$ cat src/rtl/pc_redirect_ctrl.sv
`default_nettype none
// ============================================================================
// Module      : pc_redirect_ctrl
// Description : IF-stage PC-source sequencer. Selects the PC mux source and
//               the PC load enable from branch, jump, illegal-op and interrupt
//               events, oldest event first. Runs the interrupt-entry FSM
//               (synchronise, drain, redirect, handler mask) and drives the
//               stage flushes and EPC write strobe.
// Revision    : 1.0 - initial release
// ============================================================================
module pc_redirect_ctrl #(
    parameter int DRAIN_CYCLES = 2,
    parameter int SYNC_STAGES  = 2
) (
    input  logic       clk,
    input  logic       rst,
    input  logic       i_stall,
    input  logic       i_irq,
    input  logic       i_irq_en,
    input  logic       i_illop_id,
    input  logic       i_jr_id,
    input  logic       i_j_id,
    input  logic       i_eret_id,
    input  logic       i_br_taken_ex,
    output logic [2:0] o_pc_src_sel,
    output logic       o_pc_we,
    output logic       o_flush_if,
    output logic       o_flush_id,
    output logic       o_epc_we,
    output logic       o_epc_sel,
    output logic       o_in_handler
);

    // PC mux source encoding shared with the IF-stage mux
    localparam logic [2:0] c_PCSRC_PLUS4 = 3'd0;
    localparam logic [2:0] c_PCSRC_BT    = 3'd1;
    localparam logic [2:0] c_PCSRC_JR    = 3'd2;
    localparam logic [2:0] c_PCSRC_JT    = 3'd3;
    localparam logic [2:0] c_PCSRC_ILLOP = 3'd4;
    localparam logic [2:0] c_PCSRC_XADR  = 3'd5;

    localparam int CNT_W = $clog2(DRAIN_CYCLES + 1);
    localparam logic [CNT_W-1:0] c_DRAIN_LOAD = CNT_W'(DRAIN_CYCLES - 1);

    typedef enum logic [1:0] {
        S_RUN     = 2'd0,
        S_DRAIN   = 2'd1,
        S_REDIR   = 2'd2,
        S_HANDLER = 2'd3
    } state_t;

    state_t                 r_state;
    state_t                 w_state_next;
    logic [CNT_W-1:0]       r_drain_cnt;
    logic [CNT_W-1:0]       w_drain_cnt_next;
    logic [SYNC_STAGES-1:0] r_irq_sync;
    logic                   r_in_handler;
    logic                   w_irq_s;

    logic [2:0]             w_sel;
    logic                   w_pc_we;
    logic                   w_flush_if;
    logic                   w_flush_id;
    logic                   w_epc_we;
    logic                   w_epc_sel;

    assign w_irq_s = r_irq_sync[SYNC_STAGES-1];

    // Synchronise the asynchronous interrupt level into the clock domain
    always_ff @(posedge clk) begin
        if (rst) begin
            r_irq_sync <= '0;
        end else begin
            r_irq_sync[0] <= i_irq;
            for (int i = 1; i < SYNC_STAGES; i++) begin
                r_irq_sync[i] <= r_irq_sync[i-1];
            end
        end
    end

    // State, drain counter and handler mask registers
    always_ff @(posedge clk) begin
        if (rst) begin
            r_state      <= S_RUN;
            r_drain_cnt  <= '0;
            r_in_handler <= 1'b0;
        end else begin
            r_state      <= w_state_next;
            r_drain_cnt  <= w_drain_cnt_next;
            r_in_handler <= (w_state_next == S_HANDLER);
        end
    end

    // Event priority, interrupt entry and next-state decode
    always_comb begin
        w_sel            = c_PCSRC_PLUS4;
        w_pc_we          = 1'b0;
        w_flush_if       = 1'b0;
        w_flush_id       = 1'b0;
        w_epc_we         = 1'b0;
        w_epc_sel        = 1'b0;
        w_state_next     = r_state;
        w_drain_cnt_next = r_drain_cnt;

        case (r_state)
            S_RUN, S_HANDLER: begin
                if (i_br_taken_ex) begin
                    // Oldest event: the taken branch in EX kills both younger stages
                    w_sel      = c_PCSRC_BT;
                    w_pc_we    = 1'b1;
                    w_flush_if = 1'b1;
                    w_flush_id = 1'b1;
                end else if (i_stall) begin
                    // ID instruction will be reissued, so its events wait
                    w_pc_we = 1'b0;
                end else if ((r_state == S_HANDLER) && i_eret_id) begin
                    w_pc_we      = 1'b1;
                    w_state_next = S_RUN;
                end else if (i_illop_id) begin
                    w_sel        = c_PCSRC_ILLOP;
                    w_pc_we      = 1'b1;
                    w_flush_if   = 1'b1;
                    w_flush_id   = 1'b1;
                    w_epc_we     = 1'b1;
                    w_epc_sel    = 1'b0;
                    w_state_next = S_HANDLER;
                end else if (i_jr_id) begin
                    w_sel      = c_PCSRC_JR;
                    w_pc_we    = 1'b1;
                    w_flush_if = 1'b1;
                end else if (i_j_id) begin
                    w_sel      = c_PCSRC_JT;
                    w_pc_we    = 1'b1;
                    w_flush_if = 1'b1;
                end else if ((r_state == S_RUN) && w_irq_s && i_irq_en) begin
                    // Interrupt entry: save the IF-stage PC and start draining
                    w_pc_we          = 1'b0;
                    w_flush_if       = 1'b1;
                    w_flush_id       = 1'b1;
                    w_epc_we         = 1'b1;
                    w_epc_sel        = 1'b1;
                    w_state_next     = S_DRAIN;
                    w_drain_cnt_next = c_DRAIN_LOAD;
                end else begin
                    w_pc_we = 1'b1;
                end
            end
            S_DRAIN: begin
                // Hold the PC while EX/MEM/WB retire; younger stages stay empty
                w_flush_if = 1'b1;
                w_flush_id = 1'b1;
                if (r_drain_cnt == '0) begin
                    w_state_next = S_REDIR;
                end else begin
                    w_drain_cnt_next = r_drain_cnt - 1'b1;
                end
            end
            S_REDIR: begin
                w_sel        = c_PCSRC_XADR;
                w_pc_we      = 1'b1;
                w_flush_if   = 1'b1;
                w_state_next = S_HANDLER;
            end
            default: begin
                w_state_next = S_RUN;
            end
        endcase

        if (rst) begin
            w_sel      = c_PCSRC_PLUS4;
            w_pc_we    = 1'b0;
            w_flush_if = 1'b0;
            w_flush_id = 1'b0;
            w_epc_we   = 1'b0;
            w_epc_sel  = 1'b0;
        end
    end

    assign o_pc_src_sel = w_sel;
    assign o_pc_we      = w_pc_we;
    assign o_flush_if   = w_flush_if;
    assign o_flush_id   = w_flush_id;
    assign o_epc_we     = w_epc_we;
    assign o_epc_sel    = w_epc_sel;
    assign o_in_handler = r_in_handler;

endmodule
`default_nettype wire

$ cat config.mk
export PLATFORM = sky130hd
export DESIGN_NAME = pc_redirect_ctrl
export DESIGN_NICKNAME = d
export VERILOG_FILES = /design/src/rtl/pc_redirect_ctrl.sv
export SDC_FILE = /design/constraint.sdc
export NUM_CORES = 1
export LEC_CHECK = 0
export ABC_AREA = 1
export CAP_MARGIN = 20
export CORE_MARGIN = 2
export CORE_UTILIZATION = 40
export CTS_CLUSTER_DIAMETER = 100
export CTS_CLUSTER_SIZE = 40
export DETAILED_ROUTE_END_ITERATION = 7
export PLACE_DENSITY = 0.73
export SETUP_SLACK_MARGIN = 0.1
export SLEW_MARGIN = 0
export SYNTH_ARGS = -nofsm -noshare
export SYNTH_HDL_FRONTEND = slang
export SYNTH_SLANG_ARGS = --single-unit
export TNS_END_PERCENT = 1
$ cat constraint.sdc
create_clock -name clk -period 1.35 [get_ports clk]
set_clock_uncertainty 0.05 [all_clocks]
set_input_delay 0.2025 -clock clk [delete_from_list [all_inputs] [get_ports clk]]
set_output_delay 0.2025 -clock clk [all_outputs]
set_load 0.01 [all_outputs]
==> results.md <==
- F_max: 554 MHz
- Post-synthesis cell area: 626 sq um
- Hold Vio Cnt, Final: 0
- Yosys warns: 0
- Finished Cell Area: 1160 sq um
- Max-slew headroom: 79.0%
- Vias per Instance: 4.85
- Pins over their slew limit: 0
- FF+latch area: 145 sq um
- Layout Cells excl Fill: 165
- Crit-path max FO: 5
- Setup Crit Path Kind: flip-flop to output pin
- Hold buffers post-CTS: 0
- Flop pwr share: 14.6%
- I/O pin cnt: 19
- Final Util: 77.8%
- Tmin final: 1.81 ns
- Switching pwr: 0.982 mW
- Setup TNS: -4.04 ns
- Cell count after synthesis: 99
- Post-Syn Area per Cell: 6.32 sq um
- Sequential element share of the synthesized area: 22.4%
- Crit start category: flip-flop
- Final Setup Violations: 13
- Crit end category: output pin
- DRC: 0
- First-pass GRT wire length: 3.18 mm
- Worst-path clk slew: 0.05 ns
- Syn Nets: 114
- Placed Cells: 154
- Fin crit share: 134%
- WL final: 1.92 mm
- Vias: 800
- Hpwl dp: 1.38 mm
- Clock share of power: 7.9%
- Largest net degree at the start of global routing: 8
- Initial detailed-routing violation count: 2
- Latest clock arrival within the worst-skew pair: 0.24 ns
- Worst Path Arrival: 1.55 ns
- Pre-Repair DR Iteration Count: 4
- Placement row count: 14
- Worst slew pin tran: 0.314 ns
- Wirelength per Cell: 11.7 um
- DP Area: 1060 sq um
- P per Cell Area: 1960 nW/um^2
- Antenna Nets Post-Route: 0
- Initial core utilization: 42.0%
- Routability Congestion: 0.838
- Number of antenna violations at the first check in global routing: 0
- CTS H-tree lvls: 1
- Logic pwr share: 77.5%
- Vias in the first global route: 849
- CTS Buffer Depth: 2
- Violated checks: setup timing
- CTS tree: built
- VDD IR-drop max: 1.39 mV
- Die width: 43.5 um
- Leakage power: 0.556 nW
- CTS buffer count: 3
- Gr ovfl total: 0
- GRT Util Overall: 21.8%
- Fillers: 108
- Core area: 1490 sq um
- Status: finished with violations
- Share of layout cells above drive strength 1: 54.4%
- Clk root buf: clkbuf_4
- Switching share of power: 43.2%
- Multi-input gate area: 507 sq um
- Chip Height: 43.5 um
- Worst setup margin: -0.456 ns
- Layout Area Growth over Synthesis: 85.2%
- Max Cap Violations: 0
- Final net count: 165
- Seq cells post-synth: 7
- Clk sinks: 7
- RSZ-0062 raised after global routing: true
- Hold/Removal Path Class: flip-flop to flip-flop
- Port-buffer cells: 18
- Cell Int Power: 1.29 mW
- Pwr Total: 2.27 mW
- Netlist cell types: 22
- CP required: 1.10 ns
- Full die area: 1900 sq um
- Final antenna diode count: 0
## flip-flops by register name, summed over array words and instances, names as in the netlist
register and cells:
r_irq_sync 2, r_state 2, o_in_handler 1, r_drain_cnt 2
## kinds of logic after synthesis
logic type | synth area share [%]
compound gates | 12.6
buf+inv | 13.8
flops | 22.4
fa+ha+maj | 10.0
simple gates | 41.2
## area by class of cell
cell class | count | area share [%]
multi-input cells | 72 | 43.7
inverters | 18 | 6.70
clock buffers | 4 | 2.27
well taps | 16 | 1.73
repair buffers | 48 | 33.0
flip-flops and latches | 7 | 12.5
## stage by stage
stage          hold slack (ns)  worst slack [ns]
2_1_floorplan            0.259           0.00581
3_3_place_gp             0.346            -0.676
3_5_place_dp             0.355            -0.721
4_1_cts                  0.363            -0.505
5_1_grt                  0.392            -0.589
6_report                 0.359            -0.456
## metal layers
layer / part of all wire, % / global-route usage [%] / vias to the layer above
met3: 3.7 / 3.33 / 6
met5: 0 / 0 / -
li1: - / - / 418
met2: 54 / 40.9 / 19
met1: 40 / 21.9 / 357
met4: 2.9 / 13.9 / 0
## cell usage in the layout, fill, tap and decap left out, drive strengths merged
master	count
clkbuf	4
o211ai	1
inv	18
dlygate4sd2	1
a21oi	8
ha	5
nand4	1
clkdlybuf4s15	1
nor2	15
clkdlybuf4s50	9
nand2	25
a31oi	2
buf	37
nor4	1
nand3	7
dfxtp	7
o21ai	3
nor3	4
## final timing paths
| check | startpoint | end | slack [ns] | depth (start not counted) |
|---|---|---|---|---|
| min | r_irq_sync[0] | r_irq_sync[1] | 0.36 | 2 |
| min reg2reg | r_irq_sync[0] | r_irq_sync[1] | 0.36 | 2 |
| max | r_state[1] | o_pc_we | -0.46 | 7 |
| max reg2reg | r_state[1] | o_in_handler | -0.27 | 10 |
## cells in the mapped netlist
library cell | n | area share (%)
a21oi_1 | 7 | 5.6
a21oi_2 | 1 | 1.4
a31oi_1 | 2 | 2.0
buf_4 | 1 | 1.2
buf_6 | 1 | 1.8
dfxtp_1 | 7 | 22
ha_1 | 5 | 10
inv_1 | 12 | 7.2
inv_2 | 6 | 3.6
nand2_1 | 21 | 13
nand2_2 | 4 | 4.0
nand3_1 | 5 | 4.0
nand3_2 | 1 | 1.6
nand3_4 | 1 | 2.8
nand4_1 | 1 | 1.0
nor2_1 | 10 | 6.0
nor2_2 | 5 | 5.0
nor3_1 | 4 | 3.2
nor4_1 | 1 | 1.0
o211ai_1 | 1 | 1.2
o21ai_0 | 1 | 0.80
o21ai_1 | 2 | 1.6
## what timing repair did
| action | in CTS | in global routing |
|---|---|---|
| resized for setup | 43 | 6 |
| pin swaps | 5 | 6 |
| setup endpoints to repair | 14 | 13 |
| buffers inserted | 4 | 3 |
## power groups by stage
stage	sequential [mW]	clock (mW)	combinational [mW]
floorplan	0.325	0	0.826
global placement	0.325	0	1.40
detailed placement	0.326	0	1.43
CTS	0.330	0.193	1.55
global route	0.336	0.198	1.92
finish	0.332	0.179	1.76
## critical path: stages (launching register included)
cell      delay (ns)
dfxtp_4         0.37
inv_4           0.05
ha_4            0.32
inv_4           0.05
o211ai_1        0.21
buf_4           0.15
a31oi_1         0.03
buf_2           0.14
Power figures use the tool's default switching activity.
